**config.mk**
```make
export PLATFORM = sky130hd
export DESIGN_NAME = sc_fifo
export DESIGN_NICKNAME = d
export VERILOG_FILES = /design/src/rtl/sc_fifo.sv
export SDC_FILE = /design/constraint.sdc
export NUM_CORES = 2
export LEC_CHECK = 0
export BUFFER_PORTS_ARGS = -buffer_cell sky130_fd_sc_hd__buf_4
export CELL_PAD_IN_SITES_DETAIL_PLACEMENT = 1
export CELL_PAD_IN_SITES_GLOBAL_PLACEMENT = 2
export CORE_AREA = 4 4 590 884
export DETAILED_ROUTE_END_ITERATION = 10
export DIE_AREA = 0 0 594 888
export GPL_ROUTABILITY_DRIVEN = 0
export PLACE_DENSITY = 0.63
export SLEW_MARGIN = 10
export SYNTH_ARGS = -nofsm -noshare
export SYNTH_HDL_FRONTEND = slang
export SYNTH_MEMORY_MAX_BITS = 65536
export SYNTH_SLANG_ARGS = --single-unit
export TNS_END_PERCENT = 50
```
**constraint.sdc**
```tcl
create_clock -name clk -period 4.7 [get_ports clk]
set_clock_uncertainty 0.05 [all_clocks]
set_input_delay 0.235 -clock clk [delete_from_list [all_inputs] [get_ports clk]]
set_output_delay 0.235 -clock clk [all_outputs]
set_load 0.01 [all_outputs]
```
**src/rtl/sc_fifo.sv**
```systemverilog
// ============================================================================
//  Module      : sc_fifo
//  Description : Single-clock standard-read FIFO on a simple dual-port RAM
//                with registered read port, threshold flags and status strobes.
//  Revision    : 1.0
// ============================================================================
`default_nettype none

module sc_fifo #(
  parameter int ADDR_WIDTH  = 6,
  parameter int DTA_WIDTH   = 72,
  parameter int PROG_THRESH = 32
) (
  input  logic                 clk,
  input  logic                 rst,
  input  logic [DTA_WIDTH-1:0] din,
  input  logic                 wr_en,
  output logic                 full,
  output logic                 wr_ack,
  output logic                 overflow,
  output logic                 prog_full,
  output logic [DTA_WIDTH-1:0] dout,
  input  logic                 rd_en,
  output logic                 empty,
  output logic                 valid,
  output logic                 underflow,
  output logic                 prog_empty
);

  localparam int                DEPTH_INT = 2 ** ADDR_WIDTH;
  localparam logic [ADDR_WIDTH:0] c_depth    = (ADDR_WIDTH + 1)'(DEPTH_INT);
  localparam logic [ADDR_WIDTH:0] c_pf_level = (ADDR_WIDTH + 1)'(DEPTH_INT - PROG_THRESH);
  localparam logic [ADDR_WIDTH:0] c_pe_level = (ADDR_WIDTH + 1)'(PROG_THRESH);

  logic [DTA_WIDTH-1:0]  mem [DEPTH_INT];
  logic [ADDR_WIDTH-1:0] r_wr_ptr;
  logic [ADDR_WIDTH-1:0] r_rd_ptr;
  logic [ADDR_WIDTH:0]   r_count;
  logic [ADDR_WIDTH:0]   w_count_nxt;
  logic                  w_wr_acc;
  logic                  w_rd_acc;

  // Acceptance uses the registered flags, so a read never frees space for a
  // same-cycle write and a write never bypasses to a same-cycle read.
  assign w_wr_acc = wr_en && !full;
  assign w_rd_acc = rd_en && !empty;

  always_comb begin
    w_count_nxt = r_count;
    if (w_wr_acc && !w_rd_acc) begin
      w_count_nxt = r_count + (ADDR_WIDTH + 1)'(1);
    end else if (w_rd_acc && !w_wr_acc) begin
      w_count_nxt = r_count - (ADDR_WIDTH + 1)'(1);
    end
  end

  // Storage array is left uninitialised on reset.
  always_ff @(posedge clk) begin
    if (w_wr_acc) begin
      mem[r_wr_ptr] <= din;
    end
  end

  always_ff @(posedge clk or posedge rst) begin
    if (rst) begin
      r_wr_ptr   <= '0;
      r_rd_ptr   <= '0;
      r_count    <= '0;
      dout       <= '0;
      full       <= 1'b0;
      empty      <= 1'b1;
      prog_full  <= 1'b0;
      prog_empty <= 1'b1;
      wr_ack     <= 1'b0;
      overflow   <= 1'b0;
      valid      <= 1'b0;
      underflow  <= 1'b0;
    end else begin
      if (w_wr_acc) begin
        r_wr_ptr <= r_wr_ptr + ADDR_WIDTH'(1);
      end
      if (w_rd_acc) begin
        r_rd_ptr <= r_rd_ptr + ADDR_WIDTH'(1);
        dout     <= mem[r_rd_ptr];
      end
      r_count    <= w_count_nxt;
      full       <= (w_count_nxt == c_depth);
      empty      <= (w_count_nxt == '0);
      prog_full  <= (w_count_nxt > c_pf_level);
      prog_empty <= (w_count_nxt < c_pe_level);
      wr_ack     <= w_wr_acc;
      overflow   <= wr_en && full;
      valid      <= w_rd_acc;
      underflow  <= rd_en && empty;
    end
  end

endmodule

`default_nettype wire

```
==> Yosys cells after proc, flatten, opt, wreduce, memory -nomap -nowiden <==
Memory sizes are Yosys's and may differ from the RTL's. A register that Yosys moved wholly into a read port is not among the register bits.
Cells that the tools add are included.
{ "totals": {"reg_bits": 27, "latch_bits": 0, "mem_bits_rw": 4608, "rom_bits": 0, "out_inout_bits": 80, "wordCells": 34, "n_memories": 1} }
{ "op_classes": {"n_addsub": 4, "multipliers": 0, "n_div": 0, "order_cmp": 2, "n_eq_ne": 1, "n_shift": 0, "mux": 4, "n_bitwise": 0, "reduce_logical": 11} }
{ "mem_list": {"columns": ["name", "depth", "word_bits", "read_ports", "rd_ports_with_merged_regs", "wr", "line_no", "text"], "rows": [
  ["mem", 64, 72, 1, 1, 1, "35", "logic [DTA_WIDTH-1:0] mem [DEPTH_INT];"]
]} }
{ "op_table": {"columns": ["cell", "n"], "rows": [
  ["7-bit two-way mux", 2],
  ["6-bit by 1-bit adder with 6-bit output (second input constant)", 2],
  ["7-bit by 1-bit adder with 7-bit output (second input constant)", 1],
  ["7-bit equality test (second input constant)", 1],
  ["7-bit by 6-bit greater-than comparator with 1-bit output (second input constant)", 1],
  ["7-bit zero test", 1],
  ["7-bit by 6-bit < comparator with 1-bit output (second input constant)", 1],
  ["7-bit by 1-bit subtractor with 7-bit output (second input constant)", 1],
  ["1-bit logical AND", 6],
  ["1-bit zero test", 4],
  ["1-bit two-way mux", 2]
]} }

==> Longest topological paths before layout <==
{ "logic_depth": {"word_depth": 7, "depth_mapped": 12, "ltp_nobuf": 8} }

==> Least setup slack after synthesis <==
Ideal clock, no wire load.
{ "synth_path": {"path_type": "flip-flop to flip-flop", "from": "register full", "to": "memory mem[63][0] (enable)", "setup_time_ns": 0.503, "arrival_ns": 4.346, "required_ns": 4.147, "setup_slack_ns": -0.199, "path_stages_with_launch": 8, "n_path_buf": 2, "synth_period_minus_slack_ns": 4.899, "path_cell_list": "dfrtp_1 -> nand2b_1 -> buf_2 -> inv_2 -> and2_1 -> nand3_1 -> clkbuf_1 -> nor2_1"} }
{ "synth_via": {"elab_chain_len": 4} }
{ "synth_rtl": {"columns": ["element", "line_no", "text"], "rows": [
  ["start, declared", "18", "output logic full,"],
  ["start signal, assigned", "87", "full <= (w_count_nxt == c_depth);"],
  ["1-bit zero test", "45", "assign w_wr_acc = wr_en && !full;"],
  ["1-bit logical AND", "45", null],
  ["via w_wr_acc", "40", "logic w_wr_acc;"],
  ["1-bit two-way mux", "59", "if (w_wr_acc) begin"],
  ["1-bit two-way mux (not written as such)", "60", "mem[r_wr_ptr] <= din;"],
  ["end, declared", "35", null]
]} }
The timed path passes the listed nets, and every way through them passes these cells.

==> Worst setup path in the final report <==
{ "layout_path": {"from": "register full", "to": "memory mem[48][2] (enable)"} }
{ "layout_via": {"elab_chain_len": 4} }
{ "layout_rtl": {"columns": ["element", "line_no"], "rows": [
  ["1-bit zero test", "45"],
  ["1-bit logical AND", "45"],
  ["1-bit two-way mux", "59"],
  ["1-bit two-way mux (not written as such)", "60"]
]} }
Every way passes these cells.

==> results summary <==
The final instance count without filler cells came out at 15900. CTS placed an instance of sky130_fd_sc_hd__clkbuf_16 at the clock tree root. The area overhead of the layout relative to synthesis is 15.8%. The remaining antenna violation count after routing is 0. After floorplanning, the core was divided into 323 placement rows. The worst supply voltage drop on vdd came out at 0.448 mV. The data required time at the worst endpoint is 5350 ps. The top cell type's share of synthesized area is 77.1%. The maximum clock rate came out at between 200 and 300 MHz.

At the end of the flow the core is filled with cells to 40.4%. Clock tree synthesis inserted a total of about 430 buffers. The post-cts resize count came out at 0.

The worst path uses 81.4% of the clock period. Counting I/O delays and the setup requirement, the final critical path takes 3820 ps. The number of DRC markers in iteration 0 is 10600. The predominant post-synthesis flop cell is sky130_fd_sc_hd__edfxtp_1. The area of all placed cells without fillers came out at roughly 210000 um^2. The area enclosed by the die boundary came out at roughly 530000 um^2. The fraction of final layout cells with drive strength greater than 1 is 25.1%. The final-layout setup total negative slack came out at 0 ps. The slew at the pin closest to its max-slew limit came out at 1160 ps. The worst setup path is launched from a register. Averaged over all synthesized cells, the footprint is approximately 22 um^2.

In this run the worst hold path is classified as input pin to register. The initial antenna violation count came to 39. In this run the power density over the cells is 576 nW/um^2. The number of different library cells used by synthesis comes to 55. The flop and latch count out of synthesis came out at 4707. The worst setup path is captured at a register.

The number of nets in the final layout is 8747. Synthesis produced a netlist with a net count of 8166. For this run, design rule violations remaining after detail routing come to 0.

Setup violations remaining at the end of the flow were counted as 0. The maximum fanout along the worst path is 12. The share of flip-flops with an asynchronous set or reset after synthesis came out at 2.10%. The number of placed instances, taps included came out at 15000. The post-synthesis share of cell area spent on full adders, half adders and majority gates is 0.0390%. Yosys attributes the largest share of cell area to sky130_fd_sc_hd__edfxtp_1 (77%), sky130_fd_sc_hd__mux4_2 (11%), sky130_fd_sc_hd__mux2i_1 (3.9%), sky130_fd_sc_hd__dfrtp_1 (1.4%), sky130_fd_sc_hd__a21oi_1 (0.53%). Entering global routing, the biggest net connects 93 pins. The vertical extent of the die is 888 um. The later pin in the worst-skew pair is clocked with a latency of between 1000 and 1500 ps. The leakage power summed over all cells is 65.5 nW. The post-placement cell area is 192000 um^2.

Summed over all instances, the cell type with the most area after synthesis is sky130_fd_sc_hd__edfxtp_1. The final hold violation count is 0. The critical path class is register to register. For this configuration, the core starts out at a cell density of 34.9%.

Across all register-to-register paths, the minimum setup slack is approximately 900 ps. The headroom to the max-slew limit is 22.5%. Summed over all layers, the routed wires come to 600000 um. The gate count of the mapped netlist came out at between 8000 and 9000. The total global-route track usage came out at between 20% and 30%. The total overflow left after global routing is 0. The worst path arrival time came out at 4480 ps. The number of vias in the routed layout is 92200. The total count of max-transition violations in the final report came to 0.

The clock tree from TritonCTS is done. In this run, synthesis inferred 4608 flip-flops with an integrated enable. For this run, the register share of the synthesized area comes to about four fifths. The post-CTS setup buffer count is 0. The share of cell area taken by muxes after synthesis is roughly 15%. The number of buffers inserted by port buffering came out at around 160. The die is 594 um wide. The routed wire length per instance came out at about 38 um. The number of primary I/O pins came out at between 150 and 200. The fill cell instance count of the final layout came out at 47800. For this run, the number of Yosys warnings is 0. The CTS clock-pin slew for the worst setup and hold paths came out at about 70 ps. The via count of the first global-routing pass came out at 95600. The max-cap violation count is 0.

The floorplan step defined a core boundary enclosing 514000 um^2. The half-perimeter wire length of the detailed placement result came out at 325000 um. By area, the combinational part of the netlist is dominated by multiplexers.

The simple-gate share of the synthesized area came out at less than 1%. The via density per instance is 5.81. The number of detailed-route iterations in the first pass is 5.

The flow ran to the end, and the final reports show no timing, DRC or antenna violations. The total clock sinks came out at 4707. The post-synthesis compound-gate area fraction is 3.60%.

Setup repair after global routing left no endpoint under its margin. The wire length of the first global-routing pass is 820000 um. The number of buffers inserted for hold repair after clock tree synthesis is 78.

The post-synthesis share of cell area spent on xor and xnor gates is 0.0732%. The H-tree level count is 5. The cell area that synthesis handed to floorplanning was 179000 um^2. The buffer depth of the longest clock path came out at 4.
-- flip-flops by register name (all words and copies together) (netlist names) --
name        flops
empty           1
r_wr_ptr        6
wr_ack          1
valid           1
prog_full       1
full            1
dout           72
overflow        1
prog_empty      1
mem          4608
r_count         7
r_rd_ptr        6
underflow       1
-- synth_stat cells, drive strengths merged (14+ instances only) --
cell type and instances:
mux2 48, nand2 92, nor2b 24, o221ai 102, clkbuf 156, o21ai 100, a221oi 75, a22o 61
edfxtp 4608, dfrtp 97, a211oi 62, xnor2 14, mux4 895, nor2 121, a22oi 100, mux2i 694
nand3 32, a21oi 189, a2111oi 60, o22ai 72, a221o 39, buf 315, nor3 32
-- critical path, stage by stage (launching register included) --
cell and delay, ps:
sky130_fd_sc_hd__dfrtp_1 390, sky130_fd_sc_hd__nand2b_1 290, sky130_fd_sc_hd__nor2_1 540, sky130_fd_sc_hd__nand2_1 670
sky130_fd_sc_hd__nor2_4 1080, sky130_fd_sc_hd__buf_4 400
-- final timing paths --
kind	startpoint	to	cells past startpoint
max	full	mem[48][2]	5
min	din[66]	mem[18][66]	2
max reg2reg	full	mem[48][2]	5
min reg2reg	r_count[6]	r_count[6]	1
max in group asynchronous	rst	dout[6]	5
min in group asynchronous	rst	underflow	4
-- placed cells by master, fill, tap and decap left out, types with 91 or more instances in the layout --
cell type / netlist / layout
sky130_fd_sc_hd__a21oi_1: 189 / 189
sky130_fd_sc_hd__a22oi_1: 100 / 100
sky130_fd_sc_hd__buf_12: 0 / 183
sky130_fd_sc_hd__buf_4: 91 / 357
sky130_fd_sc_hd__clkbuf_16: 0 / 435
sky130_fd_sc_hd__dfrtp_1: 97 / 92
sky130_fd_sc_hd__edfxtp_1: 4608 / 4608
sky130_fd_sc_hd__mux2i_1: 694 / 694
sky130_fd_sc_hd__mux4_2: 895 / 895
sky130_fd_sc_hd__nand2_1: 92 / 91
sky130_fd_sc_hd__o21ai_0: 100 / 100
sky130_fd_sc_hd__o221ai_1: 102 / 102
-- routing by layer --
metal  GRT usage [%]  wire length, um  vias to the layer above
met5               0               68                        -
met4            7.31            22500                       10
met3            2.99            37700                      984
met2            39.5           310000                     3856
met1            28.4           231000                    51800
li1                -                -                    35500
-- final cells by class --
type                    count  area [um^2]  share of cell area, %
clock buffers             549        11700                   5.61
multi-input cells        2900        36500                   17.6
inverters                   8         40.0                 0.0193
flip-flops and latches   4707       141000                   67.8
repair buffers            619         7130                   3.43
diodes                      6         15.0                0.00722
well taps                6825         8540                   4.11
clock inverters           253         3100                   1.49
-- power breakdown --
group | internal, mW | switching [mW] | leakage [nW] | total [mW]
Combinational | 13.7 | 19.8 | 15.6 | 33.5
Sequential | 47.8 | 1.48 | 42.7 | 49.3
Clock | 21.0 | 16.0 | 7.22 | 37.0
-- cells by family (layout without fill, tap and decap cells) --
family / after synthesis / after routing
DFF: 4707 / 4707
other: 0 / 6
and+or+nand+nor: 347 / 347
muxes: 1637 / 1637
xor gates and xnor gates: 15 / 15
AOI/OAI and AO/OA: 895 / 895
adders and majority gates: 6 / 6
buffers and inverters: 479 / 1429
-- stage by stage --
stage	hold slack [ps]	setup WS (ps)	power, mW
3_3_place_gp	385	842	83.7
2_1_floorplan	284	-199	70.6
5_1_grt	218	833	124
4_1_cts	136	795	121
3_5_place_dp	405	797	84.1
6_report	212	875	120
(Power assumes the default switching activity.)
